[config.mk]
export PLATFORM = sky130hd
export DESIGN_NAME = div_16bit_iterative
export DESIGN_NICKNAME = d
export VERILOG_FILES = /design/src/rtl/div_16bit_iterative.sv
export SDC_FILE = /design/constraint.sdc
export NUM_CORES = 1
export LEC_CHECK = 0
export CAP_MARGIN = 10
export CORE_ASPECT_RATIO = 0.75
export CORE_MARGIN = 2
export CORE_UTILIZATION = 40
export CTS_BUF_LIST = sky130_fd_sc_hd__clkbuf_4 sky130_fd_sc_hd__clkbuf_8 sky130_fd_sc_hd__clkbuf_16
export CTS_CLUSTER_SIZE = 10
export DETAILED_ROUTE_END_ITERATION = 16
export HOLD_SLACK_MARGIN = 0.12
export PLACE_DENSITY = 0.76
export SLEW_MARGIN = 10
export SYNTH_ARGS = -nofsm -noshare
export SYNTH_HDL_FRONTEND = slang
export SYNTH_SLANG_ARGS = --single-unit
[constraint.sdc]
create_clock -name clk -period 2.83 [get_ports clk]
set_clock_uncertainty 0.2 [all_clocks]
set_input_delay 0.566 -clock clk [delete_from_list [all_inputs] [get_ports clk]]
set_output_delay 0.566 -clock clk [all_outputs]
set_load 0.02 [all_outputs]
[src/rtl/div_16bit_iterative.sv]
// Unsigned 16-bit restoring divider: one quotient bit per cycle via a 17-bit trial subtraction.
// Operands are taken on a start strobe; quotient/remainder are returned with a one-cycle done pulse.
module div_16bit_iterative (
  input  logic        clk,
  input  logic        rst,
  input  logic        start,
  input  logic [15:0] dividend,
  input  logic [15:0] divisor,
  output logic [15:0] quotient,
  output logic [15:0] remainder,
  output logic        busy,
  output logic        done,
  output logic        div_by_zero
);

  typedef enum logic [1:0] {IDLE, RUN, DONE} state_t;

  state_t      state_q, state_d;
  logic [4:0]  cnt_q, cnt_d;
  logic [15:0] q_q, q_d;
  logic [15:0] rem_q, rem_d;
  logic [15:0] dvsr_q, dvsr_d;
  logic [15:0] quot_q, quot_d;
  logic [15:0] remo_q, remo_d;
  logic        dbz_q, dbz_d;

  logic [16:0] rem_sh;
  logic [16:0] trial;
  logic        accept;

  // rem_sh keeps the bit shifted out of rem so divisors >= 16'h8000 compare correctly.
  always_comb begin
    rem_sh = {rem_q, q_q[15]};
    trial  = rem_sh + {1'b1, ~dvsr_q} + 17'd1;
    accept = start && (state_q != RUN);
  end

  always_comb begin
    state_d = state_q;
    cnt_d   = cnt_q;
    q_d     = q_q;
    rem_d   = rem_q;
    dvsr_d  = dvsr_q;
    quot_d  = quot_q;
    remo_d  = remo_q;
    dbz_d   = dbz_q;
    case (state_q)
      IDLE, DONE: begin
        state_d = IDLE;
        if (accept) begin
          if (divisor != 16'd0) begin
            q_d     = dividend;
            dvsr_d  = divisor;
            rem_d   = 16'd0;
            cnt_d   = 5'd0;
            dbz_d   = 1'b0;
            state_d = RUN;
          end else begin
            quot_d  = 16'hFFFF;
            remo_d  = dividend;
            dbz_d   = 1'b1;
            state_d = DONE;
          end
        end
      end
      RUN: begin
        if (!trial[16]) begin
          rem_d = trial[15:0];
          q_d   = {q_q[14:0], 1'b1};
        end else begin
          rem_d = rem_sh[15:0];
          q_d   = {q_q[14:0], 1'b0};
        end
        cnt_d = cnt_q + 5'd1;
        if (cnt_q == 5'd15) begin
          quot_d  = q_d;
          remo_d  = rem_d;
          state_d = DONE;
        end
      end
      default: state_d = IDLE;
    endcase
  end

  always_ff @(posedge clk or posedge rst) begin
    if (rst) begin
      state_q <= IDLE;
      cnt_q   <= 5'd0;
      quot_q  <= 16'd0;
      remo_q  <= 16'd0;
      dbz_q   <= 1'b0;
    end else begin
      state_q <= state_d;
      cnt_q   <= cnt_d;
      quot_q  <= quot_d;
      remo_q  <= remo_d;
      dbz_q   <= dbz_d;
    end
  end

  // Working registers are only meaningful during RUN, so they carry no reset.
  always_ff @(posedge clk) begin
    q_q    <= q_d;
    rem_q  <= rem_d;
    dvsr_q <= dvsr_d;
  end

  assign quotient    = quot_q;
  assign remainder   = remo_q;
  assign div_by_zero = dbz_q;
  assign busy        = (state_q == RUN);
  assign done        = (state_q == DONE);

endmodule

# After elaboration in Yosys (flattened, before gate mapping)
# Cells that the tools add are included.
op_classes:
  n_addsub: 3
  mul: 0
  div: 0
  order_cmp: 0
  n_eq_ne: 8
  shifts: 0
  mux: 24
  n_bitwise: 1
  n_reduce_logical: 9
ops:
  columns: ["op", "count"]
  rows:
  - ["2-to-1 mux 16 bit", 11]
  - ["case mux 16 bit (2 select lines)", 4]
  - ["adder 17 x 1 -> 17 bit, second input constant", 1]
  - ["adder 17 bit", 1]
  - ["NOT 16 bit", 1]
  - ["nonzero test 16 bit", 1]
  - ["2-to-1 mux 5 bit", 2]
  - ["case mux 5 bit (2 select lines)", 1]
  - ["2-to-1 mux 2 bit", 3]
  - ["inequality test 2 bit, second input constant", 3]
  - ["AND reduction 3 bit", 2]
  - ["adder 5 x 1 -> 5 bit, second input constant", 1]
  - ["== test 5 x 4 -> 1 bit, second input constant", 1]
  - ["inequality test 2 x 1 -> 1 bit, second input constant", 2]
  - ["case mux 2 bit (2 select lines)", 1]
  - ["AND reduction 4 bit", 1]
  - ["== test 2 x 1 -> 1 bit, second input constant", 1]
  - ["== test 2 bit, second input constant", 1]
  - ["zero test 2 bit", 1]
  - ["2-to-1 mux 1 bit", 2]
  - ["AND reduction 2 bit", 1]
  - ["nonzero test 2 bit", 1]
  - ["OR reduction 2 bit", 1]
  - ["logical AND 1 bit", 1]
word_totals:
  regBits: 88
  latch_bits: 0
  mem_bits_rw: 0
  romBits: 0
  output_inout_bits: 35
  wordCells: 53
  n_memories: 0

# Depth between registers and ports, before layout
# Gate-level depths: netlist of the first run.
depth:
  depth_word: 6
  mapped_depth: 12
  depth_no_buf: 11

# Worst setup path after synthesis of the first run
# No wires, ideal clock.
synth_timing:
  path_kind: "register -> register"
  from: "reg q_q[15]"
  to: "reg rem_q[6] (data pin)"
  setup_time_ns: 0.266
  arrival_ns: 2.310
  path_slack_ns: 0.054
  stages_incl_launch_ff: 13
  n_path_buf: 1
  period_less_slack_ns: 2.776
  path_cell_list: "edfxtp_1 inv_1 ha_1 fa_1 nand2b_1 a211oi_2 nor2_2 o21ai_4 xnor2_2 buf_6 nor2_1 a21oi_1 nor2_1"
synth_between:
  elab_chain_len: 4
synth_lines:
  columns: ["item", "line_no", "source"]
  rows:
  - ["start: declaration", "20", "logic [15:0] q_q, q_d;"]
  - ["start signal: assignment", "103", "q_q <= q_d;"]
  - ["adder 17 bit", "34", "trial = rem_sh + {1'b1, ~dvsr_q} + 17'd1;"]
  - ["adder 17 x 1 -> 17 bit", "34", null]
  - ["2-to-1 mux 16 bit", "67", "if (!trial[16]) begin"]
  - ["case mux 16 bit (2 select lines)", "47", "case (state_q)"]
  - ["end signal: assignment", "104", "rem_q <= rem_d;"]
  - ["end: declaration", "21", "logic [15:0] rem_q, rem_d;"]
# Every way passes these cells.
# A chain may end at the register's enable or synchronous reset.

# Final worst setup path of the first run
layout_timing:
  from: "reg q_q[15]"
  to: "reg rem_q[14] (data pin)"
# Same word-level chain as after synthesis.

==> flow_summary.yaml, run 1 <==
logic_synthesis:
  ys_async_sr_fraction: 0.455
  ys_top_cells_by_count: "nand2_1 (83), nor2_1 (57), edfxtp_1 (48)"
  ys_seq_area_frac: 0.549
  syn-num-nets: 493
  yosysWarningCount: 0
  synth_area_um2: 4450
  yosys.cell_types.count: 53
  ys_seq_elements: 88
  yosysTopAreaCell: "edfxtp_1"
  synth.most_common_cell: "nand2_1"
  synth_area_leaders: "edfxtp_1 (32%), dfrtp_1 (22%), nand2_1 (7.0%)"
  syn_area_per_cell_um2: 10.1
  synth_edf_count: 48
  synth_ff_type: "edfxtp_1"
  synth_top_area_frac: 0.324
  syn_inst: 439
pwr:
  p_int_mw: 4.97
  power.density_nw_per_um2: 1370
  power.switching_mw: 3.46
  pwr-share-comb: 0.556
  peakVddDrop_uv: 573
  power.share.clock: 0.145
  switching_share: 0.410
  finalPower_mw: 8.43
  p_leak_nw: 2.62
  power_frac_seq: 0.299
detailed_routing:
  detail_route.first_pass.iterations: 5
  vias_per_cell: 5.38
  wl_per_cell_um: 16.8
  wirelength_mm: 11.7
  num_vias: 3749
  route.detailed.drc: 0
  drt_iter0_markers: 309
  ant_nets: 0
worst_setup_path:
  r2r_cells: 12
  crit_arrival_ps: 2770
  critPathSlowestCell: "edfxtp_1"
  rr_startpoint: "q_q[15]"
  cp-end-kind: "register"
  path_cells: "inv_1, ha_2, fa_2, nand2b_4, a211oi_4, nor2_2, o21ai_4, buf_6, xor2_4, nand2_1, o21ai_0, nor2_1"
  rrSetupSlack_ps: -60
  worst_path_largest_cell_delay_ps: 360
  r2r-end: "rem_q[14]"
  crit_type: "reg2reg"
  start_kind: "register"
  worstPathRequired_ps: 2710
  critPathMaxFanout: 5
floorplan:
  dieArea_um2: 12000
  ios: 70
  die_w_um: 126
  start_util: 0.408
  row_count: 33
  die_y_um: 95.4
  core_um2: 10900
grt:
  grtUsageMet2: 0.327
  grt_overflow: 0
  use_met1: 0.254
  grt_max_degree: 41
  grt_busiest_layer: "met2"
  grt_first_pass_wirelength_mm: 18.4
  grt_use_total: 0.197
  grt_pass1_vias: 3767
  grtUsageMet3: 0.0539
  antenna_found_initial: 0
final_layout:
  final_nets: 606
  diodes: 0
  instances_no_fill: 697
  drive_above_1_share: 0.201
  final_util: 0.564
  regArea_um2: 2440
  area_growth_pct: 38.2
  n_fill_cell: 926
  multi_input_area_um2: 1970
timing:
  fin_setup_tns_ps: -238
  max_freq_mhz: 346
  finalCritPeriodShare: 1.02
  setup_ws_ps: -57.5
  final.min_clock_period_ps: 2890
  worstMarginPinSlew_ps: 525
  rsz0062_at_grt: "yes"
  relSlewSlack: 0.650
  final-hold-violation-count: 0
  setup_viol: 8
  finalMaxSlewViolations: 0
place:
  gp_congestion: 0.854
  place_ws_ps: -190
  io_buffers: 69
  place_inst: 667
  dp.final_hpwl_mm: 8.15
clock_tree:
  cts_tree: "built"
  cts-root-buf: "clkbuf_16"
  clock_latency_ps: 340
  clk_pin_slew_ps: 70
  clockBufferDepth: 2
  cts_hold_buffers: 0
  numCtsBuffers: 9
  cts_sinks: 88
  cts.htree.levels: 3
outcome:
  status: "complete, but fails checks"
  failed_checks: "negative setup slack"
run:
  max_cap_violations: 0
hold_path:
  hold_path_end: "remainder[0]"
  holdPathStages: 2
  holdCritPathClass: "reg2reg"
  hp-start: "remainder[0]"
-- cells in the final DEF, fill, tap and decap left out, types with 3 or more instances in the layout --
cell and count:
clkdlybuf4s50_1 69, nand2b_1 3, nand3_2 5, nand2_1 82, clkbuf_16 11, buf_4 43
o22ai_1 3, edfxtp_1 48, o22a_1 5, o21ai_4 3, dfrtp_1 40, xor2_1 8
buf_12 4, a21oi_2 8, o21ai_0 13, nor2_2 6, inv_1 24, a31oi_1 4
o221ai_1 8, nor4_1 4, nand3_1 6, nor2_1 53, ha_1 16, and3_1 3
xnor2_1 5, a21oi_1 31, buf_6 3
-- per-layer routing --
metal	vias up	part of all wire
met3	16	0.069
met5	-	0
met1	1816	0.43
li1	1763	-
met2	154	0.49
met4	0	0.019
-- critical path: cells and delay by family (launching register included) --
kind / cells / cell delay (ps)
flops: 1 / 360
buf+inv: 2 / 220
fa+ha+maj: 2 / 550
xor+xnor: 1 / 230
simple gates: 4 / 420
compound gates: 3 / 660
-- logic make-up (layout without fill, tap and decap cells) --
kind of cell	count (synthesis)	after routing	share of synthesized area
buf+inv	43	161	0.0419
compound gates	98	98	0.149
simple gates	174	174	0.166
fa+ha+maj	19	19	0.0551
xor+xnor	15	15	0.0354
flops	88	88	0.549
mux	2	2	0.00450
-- through the flow --
stage	hold slack (ps)	area, um^2
2_1_floorplan	271	4450
3_3_place_gp	272	5540
3_5_place_dp	275	5540
4_1_cts	296	5910
5_1_grt	337	6150
6_report	296	6150
-- repair_timing --
action	CTS	global route
setup endpoints to repair	31	31
gates resized for setup	7	28
pin swaps	3	23
buffers inserted	4	8
cloned	0	2
-- worst max path at each step --
| stage | startpoint | to | slack, ps | depth (start not counted) |
|---|---|---|---|---|
| 2_1_floorplan | q_q[15] | rem_q[6] | 50 | 12 |
| 5_1_grt | q_q[15] | rem_q[12] | -130 | 11 |
| 4_1_cts | dvsr_q[0] | rem_q[12] | -2 | 10 |
| 6_report | q_q[15] | rem_q[14] | -60 | 12 |
| 3_3_place_gp | divisor[1] | rem_q[2] | -130 | 7 |
| 3_5_place_dp | divisor[0] | rem_q[4] | -190 | 7 |
-- final cells by class --
class / count / share of cell area
repair buffers: 121 / 0.191
inverters: 24 / 0.0146
clock inverters: 7 / 0.0124
clock buffers: 9 / 0.0366
well taps: 140 / 0.0285
flip-flops and latches: 88 / 0.397
multi-input cells: 308 / 0.320
-- state kept, by name (all words and copies together), names as in the netlist --
name and flops:
quotient 16, dvsr_q 16, div_by_zero 1, q_q 16, state_q 2, remainder 16
rem_q 16, cnt_q 5
-- power groups by stage --
stage          sequential, mW  clock, mW  combinational [mW]
4_1_cts                  2.51       1.24                3.97
6_report                 2.52       1.22                4.69
5_1_grt                  2.58       1.29                5.08
3_3_place_gp             2.50          0                3.72
3_5_place_dp             2.51          0                3.85
2_1_floorplan            2.67          0                2.25
No activity file was read; power rests on OpenSTA's default activity.
==> run 2, diff against run 1 <==
Settings changed: CAP_MARGIN 10 to 5.
==> results of run 2 <==
Same layout as run 1: the final DEF is identical, and so are final timing and power.
==> run 3, diff against run 2 <==
Settings changed: DONT_BUFFER_PORTS set to 1, PLACE_DENSITY 0.76 to 0.67.
==> flow_summary.yaml, run 3 (synthesized netlist as in run 1, its figures left out) <==
worst_setup_path:
  start_kind: "register"
  path_delay_family: "compound AO/OA/AOI/OAI gates"
  path_common_cell: "nor2_2"
  critPathMaxFanout: 8
  path_cells: "ha_4, fa_2, nand2b_4, a211oi_4, nor2_2, o21ai_4, buf_12, xnor2_4, buf_6, nor2_2, a21oi_2, nor2_1"
  crit_type: "reg2reg"
  cp_num_buf_inv: 2
  critPathSlowestCell: "edfxtp_1"
  cp-end-kind: "register"
  worst_path_largest_cell_delay_ps: 420
  worstPathRequired_ps: 2710
  crit_arrival_ps: 2700
final_layout:
  regArea_um2: 2440
  mostFrequentLayoutCells: "nand2_1 (83), nor2_1 (55), edfxtp_1 (48)"
  area_growth_pct: 23.6
  layout_commonest_cell: "nand2_1"
  multi_input_area_um2: 1950
  instances_no_fill: 636
  n_fill_cell: 1003
  final_nets: 545
  diodes: 0
  drive_above_1_share: 0.192
pwr:
  power.switching_mw: 3.26
  power.share.clock: 0.165
  p_leak_nw: 2.35
  power_frac_seq: 0.371
  pwr-share-comb: 0.464
  switching_share: 0.421
  peakVddDrop_uv: 652
  p_int_mw: 4.49
  power.density_nw_per_um2: 1410
detailed_routing:
  num_vias: 3404
  drt_iter0_markers: 236
  detail_route.first_pass.iterations: 4
  wl_per_cell_um: 17.1
  route.detailed.drc: 0
  vias_per_cell: 5.35
  ant_nets: 0
  wirelength_mm: 10.8
floorplan:
  die_w_um: 126
  dieArea_um2: 12000
  die_y_um: 95.4
  core_um2: 10900
  ios: 70
  row_count: 33
  start_util: 0.408
clock_tree:
  cts-root-buf: "clkbuf_16"
  clk_pin_slew_ps: 70
  cts_tree: "built"
  clockBufferDepth: 2
  cts.htree.levels: 3
  numCtsBuffers: 9
  clock_latency_ps: 350
  cts_sinks: 88
timing:
  final-hold-violation-count: 0
  setup_ws_ps: 4.97
  relSlewSlack: 0.580
  max_freq_mhz: 354
  rsz0062_at_grt: "yes"
  finalMaxSlewViolations: 0
  fin_setup_tns_ps: 0
  finalCritPeriodShare: 0.998
  final.min_clock_period_ps: 2830
  worstMarginPinSlew_ps: 631
  setup_viol: 0
hold_path:
  holdCritPathClass: "in2reg"
place:
  gp_congestion: 0.924
  dp.final_hpwl_mm: 7.82
  place_inst: 590
  io_buffers: 0
  place_ws_ps: -176
grt:
  grt_first_pass_wirelength_mm: 17.5
  grt_max_degree: 41
  grt_overflow: 0
  antenna_found_initial: 0
  grt_pass1_vias: 3372
  grt_use_total: 0.189
outcome:
  status: "complete, no violations"
run:
  max_cap_violations: 0
==> run 3: stage by stage <==
step | hold WS (ps) | total power [mW] | util | cell area (um^2)
after floorplan | 271 | 4.92 | - | 4450
after global placement | 297 | 5.70 | 0.436 | 4750
after detailed placement | 309 | 5.80 | 0.436 | 4750
after CTS | 178 | 7.35 | 0.491 | 5350
after global routing | 195 | 8.33 | 0.505 | 5500
final | 190 | 7.75 | 0.505 | 5500
==> run 3: worst paths after layout <==
path	start	end	slack [ps]	cells after the start
worst max register to register	dvsr_q[0]	rem_q[4]	5	12
worst max-delay path	dvsr_q[0]	rem_q[4]	5	12
max in group asynchronous	rst	remainder[4]	1460	3
min in group asynchronous	rst	remainder[13]	580	3
worst min-delay path	start	div_by_zero	190	2
worst min register to register	cnt_q[2]	cnt_q[2]	320	1
==> run 3: timing repair <==
item,in CTS,in global routing
pin swaps,4,11
gates cloned,0,1
hold buffers,17,0
hold endpoints to repair,56,0
setup buffers,6,6
setup endpoints to repair,31,33
resized for setup,10,21
==> run 3: final cells by class <==
type,instances,share of cell area
sequential,88,0.444
inverter,24,0.0164
clock inverter,6,0.0134
clock buffer,10,0.0455
timing repair buffer,59,0.0939
multi-input combinational,309,0.355
tap,140,0.0318
==> run 3: worst reg2reg max path: stages (launching register included) <==
cell and delay [ps]:
edfxtp_1 420, ha_4 190, fa_2 340, nand2b_4 160
a211oi_4 280, nor2_2 90, o21ai_4 180, buf_12 140
xnor2_4 170, buf_6 150, nor2_2 30, a21oi_2 130
nor2_1 70
==> run 3: routing by layer <==
layer / wire (um) / global-route usage / vias to the layer above
li1: - / - / 1641
met1: 4990 / 0.253 / 1660
met2: 4890 / 0.287 / 90
met3: 813 / 0.0763 / 13
met4: 153 / 0.0531 / 0
met5: 0 / 0 / -
==> run 3: power groups by stage <==
stage	Combinational (mW)	Sequential, mW	Clock (mW)
floorplan	2.25	2.67	0
global placement	2.85	2.86	0
detailed placement	2.93	2.87	0
CTS	3.19	2.86	1.31
global route	4.01	2.95	1.37
finish	3.60	2.88	1.28
